--- src/rtl/mux2_reg.sv ---
// mux2_reg: 2:1 datapath mux with a combinational output and a registered,
// valid-flagged copy for pipelined consumers.
module mux2_reg #(
  parameter int unsigned WIDTH     = 1,
  parameter logic [63:0] RESET_VAL = 64'd0
) (
  input  logic             clk,
  input  logic             reset,
  input  logic [WIDTH-1:0] a,
  input  logic [WIDTH-1:0] b,
  input  logic             sel,
  input  logic             en,
  output logic [WIDTH-1:0] f,
  output logic [WIDTH-1:0] q,
  output logic             q_valid,
  output logic             q_sel
);

  // RESET_VAL is truncated to the data width.
  localparam logic [WIDTH-1:0] RESET_Q = RESET_VAL[WIDTH-1:0];

  // Pure bitwise select; no latching, independent of clk/reset/en.
  always_comb begin
    f = sel ? b : a;
  end

  // Registered copy: reset clears, en captures the current select, else hold.
  always_ff @(posedge clk) begin
    if (reset) begin
      q       <= RESET_Q;
      q_sel   <= 1'b0;
      q_valid <= 1'b0;
    end else if (en) begin
      q       <= f;
      q_sel   <= sel;
      q_valid <= 1'b1;
    end
  end

endmodule

--- config.mk ---
export PLATFORM = sky130hd
export DESIGN_NAME = mux2_reg
export DESIGN_NICKNAME = d
export VERILOG_FILES = /design/src/rtl/mux2_reg.sv
export SDC_FILE = /design/constraint.sdc
export NUM_CORES = 1
export LEC_CHECK = 0
export ABC_AREA = 1
export CORE_AREA = 2 2 39 41
export DETAILED_ROUTE_END_ITERATION = 8
export DIE_AREA = 0 0 41 43
export RECOVER_POWER = 50
export SLEW_MARGIN = 20
export SYNTH_ARGS = -nofsm -noshare
export SYNTH_HDL_FRONTEND = slang
export SYNTH_SLANG_ARGS = --single-unit
--- constraint.sdc ---
create_clock -name clk -period 0.8 [get_ports clk]
set_input_delay 0.16 -clock clk [delete_from_list [all_inputs] [get_ports clk]]
set_output_delay 0.16 -clock clk [all_outputs]
set_load 0.01 [all_outputs]
==> impl_metrics.tcl, run 1 <==
set metrics [dict create \
    ys_seq_elements 3 \
    netlist_top_cells_count "nand2_1 (4), dfxtp_1 (3), nor2_1 (3)" \
    slowest_stage "dfxtp_2" \
    worst_pin_slew_ns 0.1824 \
    period_minus_slack_ns 0.8131 \
    rsz0062_at_grt "true" \
    finalCritPeriodShare 1.016 \
    numClockSinks 3 \
    ios 10 \
    path_class "flip-flop to output pin" \
    reg2regPathDepth 4 \
    dr_total_vias 171 \
    die_area_um2 1763 \
    synthFlopType "dfxtp_1" \
    ir_drop_uv 359.3 \
    violations "setup timing" \
    timing.rr.end "q" \
    maxCapViolCount 0 \
    clock_skew_ns 0 \
    grt_max_degree 6 \
    finalNetCount 44 \
    gp_congestion 0.4780 \
    synth_cell_types 8 \
    cp-end-kind "output pin" \
    viasPerCell 3.226 \
    wl_per_cell_um 7.415 \
    finalSetupViolations 3 \
    area_delta_synth_final_pct 169.1 \
    synth_top_cell_by_area "dfxtp_1" \
    grt_pass1_wl_um 572 \
    dpl.hpwl_um 259.9 \
    root_buffer "clkbuf_4" \
    cts_tree "built" \
    rows 14 \
    power_density_nw_per_um2 1708 \
    drtAntennaViolNets 0 \
    start_util 0.08499 \
    diodes 0 \
    clockBufferDepth 2 \
    post-route-drc-count 0 \
    required_ns 0.64 \
    start_kind "flip-flop" \
    synth_area_um2 117.6 \
    syn_inst 16 \
    coreArea_um2 1384 \
    dieWidth_um 41 \
    avgSynthCellArea_um2 7.351 \
    path_buf_inv 1 \
    path_delay_family "flip-flops" \
    total_power_uw 540.6 \
    finalMaxSlewViolations 0 \
    grt_overflow 0 \
    rrSetupSlack_ns 0.13 \
    first_iter_violations 2 \
    arrival_ns 0.65 \
    slew_headroom 0.8784 \
    syn-num-nets 22 \
    firstDrtPassIters 2 \
    max_stage_delay_ns 0.31 \
    yosys.area.top_type_share 0.5106 \
    clk_pin_slew_ns 0.03 \
    numPortBuffers 9 \
    synth_warnings 0 \
    hp-class "input pin to flip-flop" \
    hold_slack_ns 0.3389 \
    path_cells "buf_6" \
    drive_above_1_share 0.6216 \
    status "finished, violations left" \
    fmax_mhz 1230 \
    timing.rr.start "q" \
    cts_made_buffers 3 \
    clk_latency_ns 0.23 \
    die_y_um 43 \
    grt_pass1_vias 182 \
    power_leakage_nw 0.1613 \
    cp_max_fo 2 \
    yosysMostFrequentCell "nand2_1" \
    min_to "q_sel" \
    track_usage 0.05522 \
    setup_slack_ns -0.01309 \
    antenna_found_initial 0 \
    holdPathStages 2 \
    synth_edf_count 0 \
    hold_viol_final 0 \
    drt_wl_total_um 393 \
    synthArstFlopShare 0 \
    htree_levels 1 \
    holdCritStartpoint "en" \
    yosys-top-cells-area "dfxtp_1 (51%), nand2_1 (13%), nor2_1 (9.6%)" \
    ys_seq_area_frac 0.5106 \
]
[registers in the layout (all words and copies together) (netlist names)]
register	count
q_valid	1
q_sel	1
q	1
[per-stage QoR]
step	instances	setup TNS, ns	util	instance area (um2)	setup slack (ns)
final	53	-0.03805	0.2288	316.6	-0.01309
after global routing	53	-0.1051	0.2288	316.6	-0.03809
after CTS	53	-0.07381	0.2278	315.3	-0.02633
after detailed placement	44	-1.943	0.1808	250.2	-0.6716
after global placement	44	-1.925	0.1808	250.2	-0.6633
after floorplan	16	0	-	117.6	0.1346
[kinds of logic (layout without fill, tap and decap cells)]
family,Yosys count,count (layout),share of synthesized area
DFF,3,3,0.5107
and+or+nand+nor,9,9,0.3191
AOI/OAI and AO/OA,2,2,0.1064
buffers and inverters,2,23,0.06385
[layer usage]
metal | vias to the layer above | GRT usage | wire length (um)
li1 | 90 | - | -
met1 | 73 | 0.03215 | 127
met2 | 8 | 0.08438 | 204
met3 | 0 | 0.03141 | 61
met4 | 0 | 0.08000 | 0
met5 | - | 0 | 0
[timing repair]
action,in CTS,in global routing
endpoints found under the setup margin,5,4
gates resized for setup,33,1
setup buffers,5,0
hold buffers,0,0
pin swaps,3,2
cloned,0,0
[report_power, final]
| group | switching (mW) | internal [mW] |
|---|---|---|
| Combinational | 0.0417 | 0.0715 |
| Clock | 0.0700 | 0.186 |
| Sequential | 0.00736 | 0.164 |
| Total | 0.119 | 0.422 |
[how the worst max path moves through the flow]
stage | depth (start not counted) | end | startpoint | slack, ns
2_1_floorplan | 4 | q | q | 0.13
3_3_place_gp | 5 | f | sel | -0.66
3_5_place_dp | 5 | f | sel | -0.67
4_1_cts | 1 | q_valid | q_valid | -0.03
5_1_grt | 1 | q_valid | q_valid | -0.04
6_report | 1 | q | q | -0.01
[area by class of cell]
class                           count  area [um2]
Sequential cell                     3       63.81
Clock buffer                        4       26.28
Inverter                            2       7.507
Timing Repair Buffer               17       142.6
Tap cell                           16       20.02
Multi-Input combinational cell     11       56.30
Fill cell                         167        1067
[cells in the final DEF (no fill, tap or decap)]
master / synthesis / routed
nand2_2: 0 / 1
buf_2: 0 / 2
clkbuf_4: 0 / 3
inv_2: 0 / 1
clkdlybuf4s15_1: 0 / 2
dlygate4sd2_1: 0 / 1
clkdlybuf4s50_1: 0 / 1
inv_1: 2 / 1
buf_4: 0 / 8
dfxtp_2: 0 / 3
nor2_2: 1 / 1
nor2_1: 3 / 3
buf_6: 0 / 3
nand2_1: 4 / 3
nand3_1: 1 / 1
clkbuf_1: 0 / 1
a21oi_2: 0 / 1
o21bai_1: 1 / 1
Note: power is estimated with default switching activity, not from simulation.
==> run 2: changes to the inputs <==
--- a/config.mk
+++ b/config.mk
@@ -6,6 +6,7 @@
 export NUM_CORES = 1
 export LEC_CHECK = 0
 export ABC_AREA = 1
+export ABC_CLOCK_PERIOD_IN_PS = 800
 export CORE_AREA = 2 2 39 41
 export DETAILED_ROUTE_END_ITERATION = 8
 export DIE_AREA = 0 0 41 43
==> results of run 2 <==
Final layout, timing and power as in run 1 (identical DEF).
==> run 3: changes to the inputs <==
--- a/config.mk
+++ b/config.mk
@@ -6,11 +6,12 @@
 export NUM_CORES = 1
 export LEC_CHECK = 0
 export ABC_AREA = 1
-export ABC_CLOCK_PERIOD_IN_PS = 800
+export ABC_CLOCK_PERIOD_IN_PS = 900
 export CORE_AREA = 2 2 39 41
 export DETAILED_ROUTE_END_ITERATION = 8
 export DIE_AREA = 0 0 41 43
 export RECOVER_POWER = 50
+export SKIP_LAST_GASP = 1
 export SLEW_MARGIN = 20
 export SYNTH_ARGS = -nofsm -noshare
 export SYNTH_HDL_FRONTEND = slang
==> constraint.sdc (replaced) <==
create_clock -name clk -period 0.9 [get_ports clk]
set_input_delay 0.18 -clock clk [delete_from_list [all_inputs] [get_ports clk]]
set_output_delay 0.18 -clock clk [all_outputs]
set_load 0.01 [all_outputs]
==> run 3 against run 2 <==
Compared with the run above: via count shrank 1.2%; largest power group unchanged; the run now ends clean; largest cell class unchanged; worst setup slack better by 0.064 ns; combinational power shrank 24%.
==> impl_metrics.tcl, run 3 (same netlist as run 1, synthesis figures left out) <==
set metrics [dict create \
    start_util 0.08499 \
    dr.max_layer_used "met3" \
    final_common_cell "buf_4" \
    cts_made_buffers 3 \
    htree_levels 1 \
    holdCritStartpoint "q_valid" \
    timing.rr.start "q" \
    antenna_found_initial 0 \
    numPortBuffers 9 \
    drt-met1-wl_um 124 \
    timing.rr.end "q" \
    power_leakage_nw 0.1523 \
    routed-wl-met2_um 174 \
    path_buf_inv 1 \
    grt_pass1_vias 162 \
    firstDrtPassIters 2 \
    gp_congestion 0.5291 \
    final_cell_mix "buf_4 (7), buf_2 (4), nand2_1 (3), nor2_1 (3), clkbuf_4 (3)" \
    dr_total_vias 169 \
    top_regs "q (1), q_sel (1), q_valid (1)" \
    path_class "flip-flop to output pin" \
    dp.cells 44 \
    viasPerCell 3.250 \
    start_kind "flip-flop" \
    ir_drop_uv 309.6 \
    min_to "q_valid" \
    multi_input_area_um2 52.55 \
    first_iter_violations 1 \
    cts_tree "built" \
    finalSetupViolations 0 \
    path_delay_family "flip-flops" \
    postPlaceCellArea_um2 250.2 \
    fmax_mhz 1177 \
    grt_pass1_wl_um 531 \
    die_y_um 43 \
    grt_overflow 0 \
    clk_latency_ns 0.23 \
    grt_max_degree 6 \
    finalInstanceArea_um2 287.8 \
    arrival_ns 0.67 \
    slowest_stage "dfxtp_1" \
    diodes 0 \
    required_ns 0.72 \
    dr_wl_met3_um 58 \
    cp_max_fo 2 \
    slew_headroom 0.8871 \
    holdPathStages 2 \
    ctsHoldBuffers 0 \
    track_usage 0.05221 \
    finalMaxSlewViolations 0 \
    finalCritPeriodShare 0.9437 \
    dieWidth_um 41 \
    die_area_um2 1763 \
    fillers 166 \
    dp_slack_ns -0.6038 \
    clock_skew_ns 0 \
    hp-class "flip-flop to flip-flop" \
    drtAntennaViolNets 0 \
    worst_pin_slew_ns 0.1688 \
    ios 10 \
    area_delta_synth_final_pct 144.7 \
    drive_above_1_share 0.5000 \
    reg2regPathDepth 4 \
    clk_pin_slew_ns 0.03 \
    root_buffer "clkbuf_4" \
    coreArea_um2 1384 \
    finalSetupTns_ns 0 \
    path_cells "buf_2" \
    max_stage_delay_ns 0.31 \
    period_minus_slack_ns 0.8493 \
    rows 14 \
    stdcell_count 52 \
    clockBufferDepth 2 \
    cp-end-kind "output pin" \
    post-route-drc-count 0 \
    setup_slack_ns 0.05069 \
    power_density_nw_per_um2 1604 \
    numClockSinks 3 \
    regArea_um2 61.31 \
    wl_per_cell_um 6.865 \
    status "finished clean" \
    maxCapViolCount 0 \
    finalNetCount 43 \
    drt_wl_total_um 357 \
    hold_viol_final 0 \
    rrSetupSlack_ns 0.25 \
]
[run 3: cell count changes in the layout (fill, tap and decap cells not counted), sizes merged]
| cell | before | now |
|---|---|---|
| clkdlybuf4s15 | 2 | 1 |
| buf | 13 | 11 |
| dlygate4sd2 | 1 | 2 |
| clkdlybuf4s50 | 1 | 2 |
[run 3: through the flow]
step / hold slack (ns) / power [mW] / util
6_report: 0.4596 / 0.4617 / 0.2080
5_1_grt: 0.5088 / 0.4962 / 0.2080
4_1_cts: 0.4550 / 0.4716 / 0.1989
3_5_place_dp: 0.4732 / 0.2375 / 0.1808
3_3_place_gp: 0.4635 / 0.2373 / 0.1808
2_1_floorplan: 0.2524 / 0.1750 / -
[run 3: where the power goes]
part           switching, mW  internal (mW)
Sequential           0.00435          0.144
Clock                 0.0621          0.166
Combinational         0.0340         0.0516
Total                  0.100          0.361
[run 3: layout make-up]
type,count,area share
Tap cell,16,0.06957
Clock buffer,4,0.09130
Inverter,2,0.02609
Timing Repair Buffer,16,0.4174
Sequential cell,3,0.2130
Multi-Input combinational cell,11,0.1826
[run 3: how the worst max path moves through the flow]
| stage | end | slack [ns] | cells past startpoint | from |
|---|---|---|---|---|
| after floorplan | q | 0.23 | 4 | q |
| after global placement | f | -0.61 | 5 | sel |
| after detailed placement | f | -0.60 | 5 | sel |
| after CTS | f | -0.02 | 5 | sel |
| after global routing | f | -0.001 | 5 | sel |
| final | q_sel | 0.05 | 1 | q_sel |
[run 3: what timing repair did]
item                       4_1_cts  5_1_grt
hold endpoints to repair         0        0
setup endpoints to repair        5        3
setup buffers                    3        1
resized for setup               19        4
pin swaps                        3        0
[run 3: tightest hold or removal path, stage by stage (launching register included)]
cell and delay (ns):
dfxtp_2 0.32, nor2_1 0.04, nor2_1 0.07
[run 3: routing by layer]
metal,global-route usage,up-vias
met5,0,-
met4,0.08000,0
met3,0.03141,0
met2,0.06875,8
met1,0.03859,72
li1,-,89
